==> src/rtl/conv_stream.sv <==
// rtl/conv_stream.sv - streaming 1-D valid-mode convolution engine
//
// Loads an N-sample signed vector x and an M-tap signed filter f over two
// independent valid/ready slave ports, then emits the N-M+1 valid-mode
// outputs y[k] = sum_j x[k+j]*f[j] on a valid/ready master port.
// P products are formed per cycle; RELU=1 clamps negative outputs to zero.
//
// Ports:
//   clk                       rising-edge clock
//   reset                     asynchronous active-low reset
//   s_data_in_x/s_valid_x/s_ready_x   x sample stream (signed, T bits)
//   s_data_in_f/s_valid_f/s_ready_f   filter tap stream (signed, T bits)
//   keep_f                    sampled on the final y handshake; 1 keeps the filter
//   m_data_out_y/m_valid_y/m_ready_y  result stream (signed, YW bits)
module conv_stream #(
  parameter int T    = 8,
  parameter int N    = 8,
  parameter int M    = 4,
  parameter int P    = 4,
  parameter int RELU = 0,
  parameter int YW   = 2*T + $clog2(M)
) (
  input  logic          clk,
  input  logic          reset,
  input  logic [T-1:0]  s_data_in_x,
  input  logic          s_valid_x,
  output logic          s_ready_x,
  input  logic [T-1:0]  s_data_in_f,
  input  logic          s_valid_f,
  output logic          s_ready_f,
  input  logic          keep_f,
  output logic [YW-1:0] m_data_out_y,
  output logic          m_valid_y,
  input  logic          m_ready_y
);

  localparam int BEATS = M / P;
  localparam int XA    = (N > 1) ? $clog2(N) : 1;
  localparam int FA    = (M > 1) ? $clog2(M) : 1;
  localparam int CXW   = $clog2(N + 1);
  localparam int CFW   = $clog2(M + 1);
  localparam int BW    = $clog2(BEATS + 1);

  typedef enum logic [1:0] {LOAD, COMPUTE, OUT} state_t;

  state_t                state_q;
  logic [T-1:0]          x_q [N];
  logic [T-1:0]          f_q [M];
  logic [CXW-1:0]        cnt_x_q, cnt_x_d;
  logic [CFW-1:0]        cnt_f_q, cnt_f_d;
  logic [XA-1:0]         k_q;
  logic [BW-1:0]         b_q;
  logic signed [T-1:0]   rdx_q [P];
  logic signed [T-1:0]   rdf_q [P];
  logic signed [YW-1:0]  acc_q;
  logic [YW-1:0]         y_q;
  logic                  valid_q;

  logic                  xfer_x, xfer_f, load_done;
  logic [XA-1:0]         xa [P];
  logic [FA-1:0]         fa [P];
  logic signed [2*T-1:0] prod;
  logic signed [YW-1:0]  psum, total, y_d;

  assign s_ready_x    = (state_q == LOAD) && (cnt_x_q < CXW'(N)) && reset;
  assign s_ready_f    = (state_q == LOAD) && (cnt_f_q < CFW'(M)) && reset;
  assign m_valid_y    = valid_q;
  assign m_data_out_y = y_q;

  assign xfer_x    = s_valid_x && s_ready_x;
  assign xfer_f    = s_valid_f && s_ready_f;
  assign cnt_x_d   = cnt_x_q + CXW'(xfer_x);
  assign cnt_f_d   = cnt_f_q + CFW'(xfer_f);
  // Loading completes on the edge that makes both buffers full, including
  // a transfer landing on that same edge.
  assign load_done = (cnt_x_d == CXW'(N)) && (cnt_f_d == CFW'(M));

  always_comb begin
    psum = '0;
    prod = '0;
    for (int i = 0; i < P; i++) begin
      xa[i] = XA'(int'(k_q) + int'(b_q) * P + i);
      fa[i] = FA'(int'(b_q) * P + i);
      prod  = (2*T)'(rdx_q[i]) * (2*T)'(rdf_q[i]);
      psum  = psum + YW'(prod);
    end
    // rdx/rdf hold the beat read on the previous cycle; beat 0 lands when
    // b_q==1, which is where the accumulator restarts for this output.
    total = ((b_q == BW'(1)) ? '0 : acc_q) + psum;
    y_d   = ((RELU != 0) && total[YW-1]) ? '0 : total;
  end

  always_ff @(posedge clk or negedge reset) begin
    if (!reset) begin
      state_q <= LOAD;
      cnt_x_q <= '0;
      cnt_f_q <= '0;
      k_q     <= '0;
      b_q     <= '0;
      acc_q   <= '0;
      y_q     <= '0;
      valid_q <= 1'b0;
      for (int i = 0; i < N; i++) x_q[i] <= '0;
      for (int i = 0; i < M; i++) f_q[i] <= '0;
      for (int i = 0; i < P; i++) begin
        rdx_q[i] <= '0;
        rdf_q[i] <= '0;
      end
    end else begin
      case (state_q)
        LOAD: begin
          if (xfer_x) x_q[cnt_x_q[XA-1:0]] <= s_data_in_x;
          if (xfer_f) f_q[cnt_f_q[FA-1:0]] <= s_data_in_f;
          cnt_x_q <= cnt_x_d;
          cnt_f_q <= cnt_f_d;
          if (load_done) begin
            state_q <= COMPUTE;
            k_q     <= '0;
            b_q     <= '0;
          end
        end
        COMPUTE: begin
          if (b_q < BW'(BEATS)) begin
            for (int i = 0; i < P; i++) begin
              rdx_q[i] <= x_q[xa[i]];
              rdf_q[i] <= f_q[fa[i]];
            end
          end
          if (b_q != '0) acc_q <= total;
          if (b_q == BW'(BEATS)) begin
            y_q     <= y_d;
            valid_q <= 1'b1;
            state_q <= OUT;
          end else begin
            b_q <= b_q + BW'(1);
          end
        end
        OUT: begin
          if (m_ready_y) begin
            valid_q <= 1'b0;
            b_q     <= '0;
            if (k_q == XA'(N - M)) begin
              cnt_x_q <= '0;
              if (!keep_f) cnt_f_q <= '0;
              k_q     <= '0;
              state_q <= LOAD;
            end else begin
              k_q     <= k_q + XA'(1);
              state_q <= COMPUTE;
            end
          end
        end
        default: state_q <= LOAD;
      endcase
    end
  end

endmodule

==> config.mk <==
export PLATFORM = sky130hd
export DESIGN_NAME = conv_stream
export DESIGN_NICKNAME = d
export VERILOG_FILES = /design/src/rtl/conv_stream.sv
export SDC_FILE = /design/constraint.sdc
export NUM_CORES = 1
export LEC_CHECK = 0
export ABC_AREA = 1
export ABC_CLOCK_PERIOD_IN_PS = 14200
export BUFFER_PORTS_ARGS = -buffer_cell sky130_fd_sc_hd__buf_2
export CAP_MARGIN = 5
export CORE_MARGIN = 5
export CORE_UTILIZATION = 30
export DETAILED_ROUTE_END_ITERATION = 12
export GPL_ROUTABILITY_DRIVEN = 1
export MAX_ROUTING_LAYER = met4
export PLACE_DENSITY = 0.43
export RECOVER_POWER = 25
export SYNTH_ARGS = -nofsm -noshare
export SYNTH_HDL_FRONTEND = slang
export SYNTH_SLANG_ARGS = --single-unit
==> constraint.sdc <==
create_clock -name clk -period 14.2 [get_ports clk]
set_clock_uncertainty 0.2 [all_clocks]
set_input_delay 0 -clock clk [delete_from_list [all_inputs] [get_ports clk]]
set_output_delay 0 -clock clk [all_outputs]
set_load 0.05 [all_outputs]
==> run summary <==
Rows - 98
Final WL - 60500 µm
FFs w/ async S/R, synth - 100%
Most frequent CP cell - fa_1
Area Growth Syn to Fin - 8.96%
Clock Tree Buf Depth - 2
Top cells by count, synth - inv_1, nand2_1, fa_1
Final Cycle Share - 50.6%
Die width - 277 µm
WP buf/inv - 5
Slew headroom - -205%
Final setup viols - 0
Post-Syn Area - 21400 µm²
Most area-consuming cells after synthesis - fa_1, dfrtp_1, inv_1
Worst path required time - 14.40 ns
CP Class - reg -> reg
GP Congestion - 0.860
Failing checks - capacitance limit, slew limit
Status - finished with violations
First-pass GRT wire length - 98200 µm
Port Buffer Count - 42
Worst hold path class - in -> reg
CP top delay family - adder cells
Sequential-to-total area share from yosys stat - 22.4%
Share of layout cells above drive strength 1 - 5.36%
R2R cell count - 23
Drt first pass iters - 6
M1 WL - 29200 µm
Initial Util - 30.1%
Crit-path max FO - 10
Area leader, netlist - fa_1
Mapped Nets - 3017
Final net count - 3008
Max_cap viols - 2
Ys flop type - dfrtp_1
Synth unique cells - 49
ANT nets after route - 0
Synth Area per Inst - 8.39 µm²
Syn. warnings - 0
Vias per Instance - 4.50
Critical path cell sequence - buf_4, inv_2, nand2_1, fa_1, fa_1, fa_1, fa_1, inv_1, fa_1, fa_1, fa_1, inv_1, fa_1, inv_1, ha_1, nand2_1, o21ai_0, a21oi_1, nand3b_1, nand2_1, nand2_1, nand3_1, o21ai_0
Startpoint types - flip-flop
Fmax - 0.139 GHz
DRC Markers - 0
Clock sinks - 192
TritonCTS clock tree - done
R2r setup slk - 7.01 ns
CTS resizes - 0
Max incr delay on CP - 0.57 ns
Total track usage - 16.8%
Grt ovf - 0
Crit path time final - 7.19 ns
Metal3 WL - 2170 µm
Root buffer cell - clkbuf_16
Final Hold Vio Count - 0
TritonCTS Buffers - 17
Synth top area share - 32.0%
Vias in the first global route - 17100
Ports - 43
Core Box Area - 71100 µm²
Hpwl dp - 48800 µm
Via count - 15800
DR top layer - met4
Fillers - 7501
Worst r2r src - b_q$_DFFE_PN0P_
Most common cell in the netlist - inv_1
Met2 wire len - 28000 µm
Synthesized instance count - 2552
Terminus of the critical flop-to-flop path - m_data_out_y[16]$_DFFE_PN0P_
Crit. Startpoint - b_q$_DFFE_PN0P_
RSZ-0062 raised after global routing - false
Slowest-stage cell, CP - dfrtp_1
Die Ht - 277 µm
Antenna violations before repair - 0
Worst-path clk slew - 0.10 ns
Crit end category - flip-flop
Setup TNS - 0 ns
Iteration-0 DRC count of the detailed router - 947
Critical Path AT - 7.39 ns
H-tree levels - 4
Crit path capture - m_data_out_y[16]$_DFFE_PN0P_
Post-synth EDFFs - 0
WL/cell - 17.3 µm
WP depth - 23
Pins Over Slew Limit - 131
Tightest Pin Transition - 4.57 ns
Largest net degree at the start of global routing - 79
Clk_lat worst skew - 0.49 ns
Die ar. - 76900 µm²
#FFs+latches synth - 192
-- flip-flops by register name, indices dropped and copies added, names as in the netlist --
name,cells
rdx_q,32
k_q,3
m_data_out_y,18
x_q,64
state_q,2
f_q,32
b_q,1
cnt_f_q,3
rdf_q,32
cnt_x_q,4
m_valid_y,1
-- final cells by class --
type / instances / area, µm² / area share, %
diodes: 1 / 2.50 / 0.0107
clock buffers: 18 / 439 / 1.88
clock inverters: 14 / 141 / 0.606
inverters: 675 / 2540 / 10.9
multi-input cells: 1563 / 13600 / 58.1
flip-flops and latches: 192 / 4810 / 20.6
well taps: 950 / 1190 / 5.09
repair buffers: 94 / 668 / 2.86
-- per-stage QoR --
step                hold WS (ns)  utilization [%]  cells  setup WS, ns  area [µm²]
finish                     0.159             32.8   3507          7.01       23300
global route               0.157             32.8   3506          6.54       23300
CTS                        0.100             32.9   3506          6.91       23400
detailed placement       -0.0825             31.5   3433          6.89       22400
global placement         -0.0873             31.5   3433          6.86       22400
floorplan                 -0.496                -   2552          7.53       21400
-- cell families after synthesis --
| kind of cell | after synthesis | synth area share [%] |
|---|---|---|
| buf+inv | 797 | 14.3 |
| simple gates | 766 | 15.4 |
| fa+ha+maj | 443 | 37.9 |
| compound gates | 318 | 8.32 |
| flops | 192 | 22.4 |
| mux | 26 | 1.24 |
| xor+xnor | 10 | 0.479 |
-- worst min path at each step --
stage,start,endpoint,slack [ns],depth (start not counted)
detailed placement,reset,f_q[30]$_DFFE_PN0P_,-0.08,1
CTS,s_data_in_f[3],f_q[11]$_DFFE_PN0P_,0.1,4
global route,s_data_in_f[3],f_q[11]$_DFFE_PN0P_,0.16,4
floorplan,reset,b_q$_DFFE_PN0P_,-0.50,0
finish,m_ready_y,state_q[1]$_DFFE_PN0P_,0.16,5
global placement,reset,rdf_q[10]$_DFFE_PN0P_,-0.09,1
-- placed cells by master, fill, tap and decap left out, types with 7 or more instances in the layout --
cell type and instances:
o21ai_1 57, a21oi_1 25, nand2_1 570, o211ai_1 30, dlygate4sd3_1 40, clkbuf_16 17, o22ai_1 10, o21ai_0 162
o21a_1 7, fa_1 342, buf_2 22, nand3_1 53, inv_1 668, buf_4 10, dfrtp_1 191, ha_1 101
mux2i_1 22, clkbuf_1 22, nor2_1 72, a211oi_1 8, or2_2 34
-- per-layer routing --
layer / up-vias / track usage [%]
li1: 7510 / -
met1: 7933 / 23.0
met2: 280 / 26.5
met3: 73 / 2.30
met4: 0 / 4.57
met5: - / -
-- what timing repair did --
item,4_1_cts,5_1_grt
endpoints found under the hold margin,188,0
setup buffers,0,0
endpoints found under the setup margin,0,0
hold buffers,41,0
-- tightest hold or removal path: cells and delay by family --
family                 cells  cell delay (ns)
and+or+nand+nor            2             0.13
buffers and inverters      3             0.68
Power is left out: the tool's default activity adds up to more than one toggle a clock period on the data nets, which glitch-free logic cannot reach.
